### src/rtl/mds_sequencer_pkg.sv
// Shared types for the multiply/divide sequencer: op codes, FSM states and
// the subset of ALU function encodings the sequencer drives onto the shared ALU.
package mds_sequencer_pkg;

  typedef enum logic [1:0] {
    MDS_MUL  = 2'b00,
    MDS_DIVU = 2'b01,
    MDS_REMU = 2'b10,
    MDS_RSVD = 2'b11
  } mds_op_t;

  typedef enum logic [1:0] {
    IDLE     = 2'b00,
    MUL_STEP = 2'b01,
    DIV_STEP = 2'b10,
    DONE     = 2'b11
  } mds_state_t;

  typedef enum logic [3:0] {
    ALU_ADD = 4'b0000,
    ALU_SUB = 4'b1000
  } alu_src_t;

endpackage

### src/rtl/mds_sequencer.sv
// Iterative unsigned multiply / divide / remainder sequencer. Owns no adder:
// every add (multiply) and subtract (restoring divide) is borrowed from the shared ALU.
module mds_sequencer
  import mds_sequencer_pkg::*;
#(
  parameter int unsigned XLEN       = 16,
  parameter int unsigned EARLY_TERM = 1
) (
  input  logic            clk_i,
  input  logic            rst_i,
  input  logic            flush_i,
  input  logic            req_valid_i,
  output logic            req_ready_o,
  input  logic [1:0]      req_op_i,
  input  logic [XLEN-1:0] req_a_i,
  input  logic [XLEN-1:0] req_b_i,
  output logic            resp_valid_o,
  input  logic            resp_ready_i,
  output logic [XLEN-1:0] resp_data_o,
  output logic            busy_o,
  output logic            alu_req_o,
  input  logic            alu_gnt_i,
  output logic [XLEN-1:0] alu_rs1_o,
  output logic [XLEN-1:0] alu_rs2_o,
  output logic [3:0]      alu_func4_o,
  input  logic [XLEN-1:0] alu_result_i
);

  localparam int unsigned   CW   = $clog2(XLEN);
  localparam logic [CW-1:0] LAST = CW'(XLEN - 1);

  mds_state_t      state_q, state_d;
  mds_op_t         op_q, op_d;
  // work: accumulator (MUL) or partial remainder (DIV)
  // opnd: shifting multiplicand (MUL) or fixed divisor (DIV)
  // shft: shifting multiplier (MUL) or dividend/quotient register (DIV)
  logic [XLEN-1:0] work_q, work_d;
  logic [XLEN-1:0] opnd_q, opnd_d;
  logic [XLEN-1:0] shft_q, shft_d;
  logic [XLEN-1:0] result_q, result_d;
  logic [CW-1:0]   cnt_q, cnt_d;

  logic [XLEN:0]   div_t;
  logic            div_sub;
  logic            stall;

  always_comb begin
    div_t   = {work_q, shft_q[XLEN-1]};
    div_sub = div_t[XLEN] || (div_t[XLEN-1:0] >= opnd_q);
  end

  always_ff @(posedge clk_i or posedge rst_i) begin
    if (rst_i) begin
      state_q  <= IDLE;
      op_q     <= MDS_MUL;
      work_q   <= '0;
      opnd_q   <= '0;
      shft_q   <= '0;
      result_q <= '0;
      cnt_q    <= '0;
    end else begin
      state_q  <= state_d;
      op_q     <= op_d;
      work_q   <= work_d;
      opnd_q   <= opnd_d;
      shft_q   <= shft_d;
      result_q <= result_d;
      cnt_q    <= cnt_d;
    end
  end

  always_comb begin
    state_d  = state_q;
    op_d     = op_q;
    work_d   = work_q;
    opnd_d   = opnd_q;
    shft_d   = shft_q;
    result_d = result_q;
    cnt_d    = cnt_q;

    unique case (state_q)
      IDLE: begin
        if (req_valid_i && !flush_i) begin
          op_d   = mds_op_t'(req_op_i);
          work_d = '0;
          cnt_d  = '0;
          unique case (mds_op_t'(req_op_i))
            MDS_MUL: begin
              if (req_b_i == '0) begin
                result_d = '0;
                state_d  = DONE;
              end else begin
                opnd_d  = req_a_i;
                shft_d  = req_b_i;
                state_d = MUL_STEP;
              end
            end
            MDS_DIVU, MDS_REMU: begin
              if (req_b_i == '0) begin
                result_d = (mds_op_t'(req_op_i) == MDS_DIVU) ? '1 : req_a_i;
                state_d  = DONE;
              end else begin
                opnd_d  = req_b_i;
                shft_d  = req_a_i;
                state_d = DIV_STEP;
              end
            end
            default: begin
              result_d = '0;
              state_d  = DONE;
            end
          endcase
        end
      end
      MUL_STEP: begin
        if (!stall) begin
          work_d = shft_q[0] ? alu_result_i : work_q;
          opnd_d = opnd_q << 1;
          shft_d = shft_q >> 1;
          cnt_d  = cnt_q + 1'b1;
          if (((EARLY_TERM != 0) && (shft_d == '0)) || (cnt_q == LAST)) begin
            result_d = work_d;
            state_d  = DONE;
          end
        end
      end
      DIV_STEP: begin
        if (!stall) begin
          if (div_sub) begin
            work_d = alu_result_i;
            shft_d = {shft_q[XLEN-2:0], 1'b1};
          end else begin
            work_d = div_t[XLEN-1:0];
            shft_d = {shft_q[XLEN-2:0], 1'b0};
          end
          cnt_d = cnt_q + 1'b1;
          if (cnt_q == LAST) begin
            result_d = (op_q == MDS_DIVU) ? shft_d : work_d;
            state_d  = DONE;
          end
        end
      end
      DONE: begin
        if (resp_ready_i) state_d = IDLE;
      end
      default: state_d = IDLE;
    endcase

    // Flush wins over any request, response handshake or step in flight.
    if (flush_i) state_d = IDLE;
  end

  always_comb begin
    req_ready_o  = (state_q == IDLE) && !flush_i;
    resp_valid_o = (state_q == DONE) && !flush_i;
    resp_data_o  = result_q;
    busy_o       = (state_q != IDLE);
    alu_req_o    = 1'b0;
    alu_rs1_o    = '0;
    alu_rs2_o    = '0;
    alu_func4_o  = '0;
    if (!flush_i) begin
      if (state_q == MUL_STEP && shft_q[0]) begin
        alu_req_o   = 1'b1;
        alu_rs1_o   = work_q;
        alu_rs2_o   = opnd_q;
        alu_func4_o = ALU_ADD;
      end else if (state_q == DIV_STEP && div_sub) begin
        alu_req_o   = 1'b1;
        alu_rs1_o   = div_t[XLEN-1:0];
        alu_rs2_o   = opnd_q;
        alu_func4_o = ALU_SUB;
      end
    end
    stall = alu_req_o && !alu_gnt_i;
  end

endmodule

### config.mk
export PLATFORM = sky130hd
export DESIGN_NAME = mds_sequencer
export DESIGN_NICKNAME = d
export VERILOG_FILES = /design/src/rtl/mds_sequencer_pkg.sv /design/src/rtl/mds_sequencer.sv
export SDC_FILE = /design/constraint.sdc
export NUM_CORES = 1
export LEC_CHECK = 0
export BUFFER_PORTS_ARGS = -buffer_cell sky130_fd_sc_hd__buf_2
export CORE_MARGIN = 3
export CORE_UTILIZATION = 40
export DETAILED_ROUTE_END_ITERATION = 12
export PLACE_DENSITY_LB_ADDON = 0.1
export SETUP_SLACK_MARGIN = 0.3
export SYNTH_ARGS = -nofsm -noshare
export SYNTH_HDL_FRONTEND = slang
export SYNTH_SLANG_ARGS = --single-unit
### constraint.sdc
create_clock -name clk_i -period 4.02 [get_ports clk_i]
set_clock_uncertainty 0.1 [all_clocks]
set_input_delay 0.804 -clock clk_i [delete_from_list [all_inputs] [get_ports clk_i]]
set_output_delay 0.804 -clock clk_i [all_outputs]
set_load 0.02 [all_outputs]
==> results of run 1 <==
## metal layers
layer	wire [µm]	GRT usage, %	up-vias	part of all wire (%)
met2	9840	43.0	219	47
li1	-	-	2666	-
met4	979	13.3	0	4.7
met5	0	0	-	0
met3	1060	3.14	43	5.1
met1	8900	34.3	2784	43
## worst max-delay path: stages, from the launching register on
cell and delay [ns]:
dfrtp_1 0.38, inv_1 0.11, ha_4 0.21, nor2b_1 0.12, o211a_1 0.22, o311a_4 0.38
or3_4 0.36, and2_4 0.22, nand3_1 0.09, a21oi_1 0.09, buf_2 0.19
## layout make-up
| cell class | count | area, µm² |
|---|---|---|
| clock inverters | 4 | 51.3 |
| multi-input cells | 546 | 3680 |
| flip-flops and latches | 72 | 1800 |
| well taps | 180 | 225 |
| repair buffers | 138 | 768 |
| fillers | 1383 | 7040 |
| clock buffers | 12 | 267 |
| inverters | 27 | 101 |
## stage by stage
stage / hold WS [ns] / worst slack (ns) / util [%]
6_report: 0.349 / 0.397 / 49.5
3_5_place_dp: 0.392 / 0.120 / 46.4
3_3_place_gp: 0.390 / 0.164 / 46.4
5_1_grt: 0.392 / 0.319 / 49.5
4_1_cts: 0.360 / 0.280 / 49.1
2_1_floorplan: 0.363 / 0.478 / -
## state kept, by name, indices dropped and copies added (netlist names)
signal,cells
cnt_q,4
op_q,2
opnd_q,16
resp_data_o,16
shft_q,16
state_q,2
work_q,16
## power by group through the flow
stage               clock network [µW]  logic, µW  registers, µW
finish                             877       2300           1320
global route                       918       2530           1360
CTS                                883       2270           1310
detailed placement                   0       2240           1330
global placement                     0       2200           1310
floorplan                            0       1560           1340
## kinds of logic after synthesis
group	after synthesis	share of synthesized area, %
adders and majority gates	25	5.46
buffers and inverters	81	6.36
AOI/OAI and AO/OA	197	20.8
xor gates and xnor gates	1	0.153
other	1	0.0655
muxes	96	18.0
and+or+nand+nor	223	17.8
DFF	72	31.5
## worst max-delay path by stage
| stage | start | end | slack [ns] | depth (start not counted) |
|---|---|---|---|---|
| 4_1_cts | work_q[0]$_DFFE_PP0P_ | alu_rs1_o[15] | 0.28 | 9 |
| 3_3_place_gp | work_q[0]$_DFFE_PP0P_ | work_q[10]$_DFFE_PP0P_ | 0.16 | 9 |
| 3_5_place_dp | work_q[0]$_DFFE_PP0P_ | work_q[10]$_DFFE_PP0P_ | 0.12 | 9 |
| 6_report | opnd_q[1]$_DFFE_PP0P_ | alu_rs1_o[14] | 0.40 | 10 |
| 2_1_floorplan | work_q[0]$_DFFE_PP0P_ | alu_rs1_o[10] | 0.48 | 11 |
| 5_1_grt | opnd_q[1]$_DFFE_PP0P_ | alu_rs1_o[15] | 0.32 | 10 |
## layout by cell type, fill, tap and decap left out, types with 2 or more instances in the layout
cell,count
buf_2,107
nor2_1,90
a21oi_1,84
dfrtp_1,70
mux2i_1,65
nand2_1,50
o21ai_0,45
buf_4,31
inv_1,26
mux2_2,23
ha_1,22
nand3_1,20
nor2b_1,19
a31oi_1,19
and2_1,18
a221oi_1,14
o21ai_2,10
clkbuf_16,9
nor4_1,8
mux2_4,8
nor3_1,3
nand2b_1,3
or2_2,3
o211ai_1,3
conb_1,3
clkbuf_8,3
nand4_1,2
a21o_1,2
o21ai_1,2
and2_4,2
a21oi_4,2
a211o_1,2
a32o_1,2
ha_2,2
dfrtp_2,2
## repair_timing
item,4_1_cts,5_1_grt
cloned,1,0
pin swaps,0,4
resized for setup,11,9
endpoints found under the hold margin,0,0
buffers inserted,3,0
setup endpoints to repair,36,42
==> summary.txt, run 1 <==
Outcome
  • Status: finished, final reports clean

Global routing
  • Antenna violations before repair: 0
  • First-pass GRT wire length: 32500 µm
  • All-Layer GR Usage: between 20% and 30%
  • Overflow after GRT: 0
  • Largest net degree at the start of global routing: 57
  • Vias in the first global route: 5700

Power and ir drop
  • Comb pwr share: 51.1%
  • Worst vdd ir: 436 µV
  • Clock Power Share: 19.5%
  • Cell area power density: 653 nW/µm²
  • Flop pwr share: 29.4%
  • Leakage: 0.00333 µW
  • PnR Total Power: 4500 µW
  • Psw: about 2100 µW
  • Pint: 2450 µW
  • Switching Share: 45.6%

Logic synthesis
  • Post-synth EDFFs: 0
  • Synth cell types: 50
  • Most frequent cell after synthesis: nor2_1
  • Netlist Area Pre-Place: 5730 µm²
  • Synth warn: 0
  • Yosys reg bits: 72
  • Post-synth top cells: 90 x nor2_1, 85 x a21oi_1, 72 x dfrtp_1, 65 x mux2i_1, 50 x nand2_1
  • Syn avg cell area: 8.23 µm²
  • Share of the synthesized area in the top cell type: 31.5%
  • Synth area leader: dfrtp_1
  • Dominant synthesized flop cell: dfrtp_1
  • Syn Inst Count: slightly below 700
  • Post-synth ARST share: between 90% and 100%
  • Register area share after synthesis: 31.5%
  • Largest cells by area after synthesis: dfrtp_1 31%, mux2i_1 11%, a21oi_1 7.4%

Flow run
  • Total of max-cap violations: 0

Detailed routing
  • WL per Instance: between 20 and 25 µm
  • Initial DRC Count: 525
  • ANT nets after route: 0
  • Via/cell ratio: 5.83
  • # DRC: 0
  • Detailed-route via count: 5712
  • First-pass detailed-route iteration total: 6
  • Final WL: 20800 µm

Cells and area
  • Final Cell Area: 6890 µm²
  • Nets@finish: 875
  • Area delta synth->final: 20.3%
  • Share of cells above drive strength 1: 27.2%
  • Fin cells: 979
  • ANT cells: 0

Critical path
  • RR Endpoint: work_q[10]$_DFFE_PP0P_
  • Worst reg2reg setup slack: between 0.4 and 0.5 ns
  • Crit Path Category: register to primary output
  • Critical path peak fanout: 8
  • Crit Reg-Reg Startpoint: opnd_q[1]$_DFFE_PP0P_
  • Worst setup EP type: primary output
  • WP data required: 3.12 ns
  • Worst Setup Start Kind: register
  • Reg2reg path depth: 10
  • Critical Path AT: about 2.7 ns

CTS
  • Clock root buffer master: clkbuf_16
  • Clk_lat worst skew: 0.35 ns
  • H-tree depth: 3
  • CTS Hold Bufs: 0
  • Total CTS buffers: 9
  • Clk buf depth: 2
  • Worst-path clk slew: 0.06 ns
  • Clk sinks: 72
  • CTS tree: yes

STA
  • Final setup fails: 0
  • Max Slew Vio Count: 0
  • Rel. slew slack: 45.7%
  • Fin crit period: 3.62 ns
  • Endpoints failing hold: 0
  • RSZ-0062 raised after global routing: false
  • Worst-margin pin slew: 0.814 ns
  • Final period util: 90.1%
  • Fmax: 276 MHz
  • Setup TNS: 0 ns

Floorplanning
  • Total I/O pin count: about 110
  • Core Area: 13900 µm²
  • Die X-Extent: 126 µm
  • Starting Density: 41.1%
  • Core Rows: 43
  • Die area: 15800 µm²
  • Die height: 126 µm

Placement
  • Placed insts: 959
  • HPWL Detailed: 14900 µm
  • Routability-driven placement congestion ratio: 0.943
  • Placed cell areas: between 6000 and 7000 µm²
  • Port Buf Inserts: 108

Hold path
  • Class of the worst hold path: primary input to asynchronous set/reset pin
(Power assumes the default switching activity.)
==> run 2: changes to the inputs <==
--- a/config.mk
+++ b/config.mk
@@ -6,8 +6,9 @@
 export NUM_CORES = 1
 export LEC_CHECK = 0
 export BUFFER_PORTS_ARGS = -buffer_cell sky130_fd_sc_hd__buf_2
-export CORE_MARGIN = 3
+export CORE_MARGIN = 2
 export CORE_UTILIZATION = 40
+export CTS_BUF_LIST = sky130_fd_sc_hd__clkbuf_8
 export DETAILED_ROUTE_END_ITERATION = 12
 export PLACE_DENSITY_LB_ADDON = 0.1
 export SETUP_SLACK_MARGIN = 0.3
==> run 2 against run 1 <==
Effect of this change: hold slack better by 0.056 ns; final area decreased by 1.6%; utilization decreased by 0.81 points; count of clock-buffer cells in the layout is 3 lower; die area shrank 3.2%; sequential cell count stayed put; sequential share of layout area grew 0.45 points; largest power group unchanged; global-route usage grew 0.64 points; register-to-register slack worse by 0.07 ns; power decreased by 5.1%; worst setup slack lost 0.051 ns; wire length down 0.40%.
==> summary.txt, run 2 (synthesis results as in run 1) <==
Outcome
  • Status: finished, final reports clean

Critical path
  • WP data required: 3.12 ns (about the same)
  • Worst path buffer plus inverter count: 1 (-1)
  • Critical path peak fanout: 8 (unchanged)
  • Worst setup EP type: primary output
  • Critical-path cell list: ha_1, nor2b_1, o211a_1, o311a_4, or3_4, and2_4, nand3_1, a21oi_1, buf_2
  • Critical path depth: 9 (-1)
  • Largest delay share family, worst path: simple AND/OR/NAND/NOR gates
  • Worst Setup Start Kind: register
  • Worst reg2reg setup slack: 0.41 ns (-0.07 ns)
  • Crit path launch: work_q[0]$_DFFE_PP0P_
  • Critical Path AT: 2.77 ns (+0.05 ns)
  • Crit Reg-Reg Startpoint: work_q[0]$_DFFE_PP0P_
  • Max stage delay on crit path: 0.43 ns (+0.05 ns)
  • Crit Path Category: register to primary output
  • Crit path to: alu_rs1_o[13]
  • RR Endpoint: work_q[10]$_DFFE_PP0P_
  • Reg2reg path depth: 9 (-1)
  • CP max-delay cell: dfrtp_2

Cells and area
  • Commonest non-fill, non-tap cell in the layout: buf_2
  • Area delta synth->final: 18.4%
  • End-of-flow core utilization: 48.7% (-0.81 points)
  • Final Cell Area: 6780 µm² (-1.6%)
  • Nets@finish: 876 (+0.11%)
  • Most frequent cells in the layout: 106 x buf_2, 90 x nor2_1, 83 x a21oi_1, 69 x dfrtp_1, 65 x mux2i_1
  • ANT cells: 0 (unchanged)
  • Share of cells above drive strength 1: 27.3% (+0.13 points)

Detailed routing
  • ANT nets after route: 0 (unchanged)
  • Final WL: 20700 µm (-0.40%)
  • Detailed-route via count: 5763 (+0.89%)
  • Initial DRC Count: 508 (-3.2%)
  • First-pass detailed-route iteration total: 5 (-1)
  • WL per Instance: 21.1 µm (-0.40%)
  • # DRC: 0 (unchanged)
  • Via/cell ratio: 5.89 (+0.89%)

CTS
  • Clk_lat worst skew: 0.38 ns (+0.03 ns)
  • Worst-path clk slew: 0.08 ns (+0.02 ns)
  • CTS Hold Bufs: 0 (unchanged)
  • H-tree depth: 3 (unchanged)
  • Clock root buffer master: clkbuf_8
  • Total CTS buffers: 9 (unchanged)
  • CTS tree: yes
  • Clk sinks: 72 (unchanged)
  • Clk buf depth: 2 (unchanged)

Power and ir drop
  • Worst vdd ir: 508 µV (+16%)
  • Leakage: 0.00328 µW (-1.5%)
  • PnR Total Power: 4270 µW (-5.1%)
  • Cell area power density: 630 nW/µm² (-3.5%)

Placement
  • HPWL Detailed: 14700 µm (-1.4%)
  • Routability-driven placement congestion ratio: 0.897 (-4.9%)
  • Port Buf Inserts: 108 (unchanged)
  • Placed cell areas: 6470 µm² (+0.12%)
  • Setup WS pre-CTS: 0.152 ns (+0.0322 ns)

STA
  • Worst-margin pin slew: 0.807 ns (-0.00739 ns)
  • RSZ-0062 raised after global routing: false
  • Final setup fails: 0 (unchanged)
  • Fmax: 272 MHz (-1.4%)
  • Rel. slew slack: 46.2% (+0.49 points)
  • Max Slew Vio Count: 0 (unchanged)
  • PnR worst setup slack: 0.346 ns (-0.0509 ns)
  • Final period util: 91.4% (+1.3 points)
  • Setup TNS: 0 ns (unchanged)
  • Endpoints failing hold: 0 (unchanged)
  • Fin crit period: 3.67 ns (+0.0509 ns)

Global routing
  • All-Layer GR Usage: 26.9% (+0.64 points)
  • First-pass GRT wire length: 30600 µm (-5.6%)
  • Largest net degree at the start of global routing: 67 (+18%)
  • Gr busiest metal: met2
  • Met1 Use GR: 35.1% (+0.76 points)
  • Overflow after GRT: 0 (unchanged)
  • Antenna violations before repair: 0 (unchanged)
  • GR Util met2: 42.4% (-0.54 points)
  • Met3 GRT Util: 3.94% (+0.80 points)
  • Vias in the first global route: 5478 (-3.9%)

Floorplanning
  • Total I/O pin count: 112 (unchanged)
  • Die X-Extent: 124 µm (-1.6%)
  • Core Rows: 43 (unchanged)
  • Die height: 124 µm (-1.6%)
  • Die area: 15300 µm² (-3.2%)
  • Core Area: 13900 µm² (unchanged)
  • Starting Density: 41.1% (unchanged)

Flow run
  • Total of max-cap violations: 0 (unchanged)

Hold path
  • Class of the worst hold path: primary input to asynchronous set/reset pin
run 2: changes by cell type in the layout (fill, tap and decap cells not counted), sizes merged:
cell / previous run / this run
clkinvlp: 1 / 0
inv: 27 / 29
clkbuf: 12 / 9
buf: 138 / 139
bufinv: 1 / 2
run 2: stage by stage:
step           std cells  hold slack (ns)
2_1_floorplan        698            0.363
3_5_place_dp         960            0.396
6_report             979            0.405
5_1_grt              979            0.444
3_3_place_gp         960            0.391
4_1_cts              976            0.414
run 2: worst register-to-register path, stage by stage, from the launching register on:
cell and delay [ns]:
dfrtp_2 0.43, ha_1 0.31, nor2b_1 0.15, o211a_1 0.23, o311a_4 0.34, or3_4 0.36, buf_4 0.25, a311o_1 0.46
or2_2 0.51, o21ai_1 0.36
run 2: final cells by class:
class	count	area (µm²)
Clock inverter	6	77.6
Inverter	27	101
Tap cell	180	225
Timing Repair Buffer	139	782
Sequential cell	72	1810
Multi-Input combinational cell	546	3660
Clock buffer	9	124
Fill cell	1383	7150
run 2: timing repair:
action,CTS,global route
pin swaps,0,4
endpoints found under the setup margin,34,40
gates cloned,0,1
resized for setup,6,17
setup buffers,1,2
run 2: worst min-delay path by stage:
stage                                    from                    end  slack (ns)  cells past startpoint
after floorplan           op_q[1]$_DFFE_PP0P_    op_q[1]$_DFFE_PP0P_        0.36                      2
after global placement    op_q[1]$_DFFE_PP0P_    op_q[1]$_DFFE_PP0P_        0.39                      2
after detailed placement  op_q[1]$_DFFE_PP0P_    op_q[1]$_DFFE_PP0P_        0.40                      2
after CTS                 op_q[0]$_DFFE_PP0P_    op_q[0]$_DFFE_PP0P_        0.41                      2
after global routing                    rst_i  opnd_q[2]$_DFFE_PP0P_        0.44                      2
final                                   rst_i  opnd_q[2]$_DFFE_PP0P_        0.41                      2
run 2: per-layer routing:
metal,routed length [µm],vias up
li1,-,2671
met1,8760,2752
met2,9540,272
met3,1330,68
met4,1070,0
met5,0,-
run 2: power breakdown:
group          internal (µW)  leakage, µW  total, µW  switching [µW]
logic                    884      0.00228       2310            1430
registers               1030     0.000887       1320             288
clock network            340     0.000111        645             305
total                   2250      0.00328       4270            2020
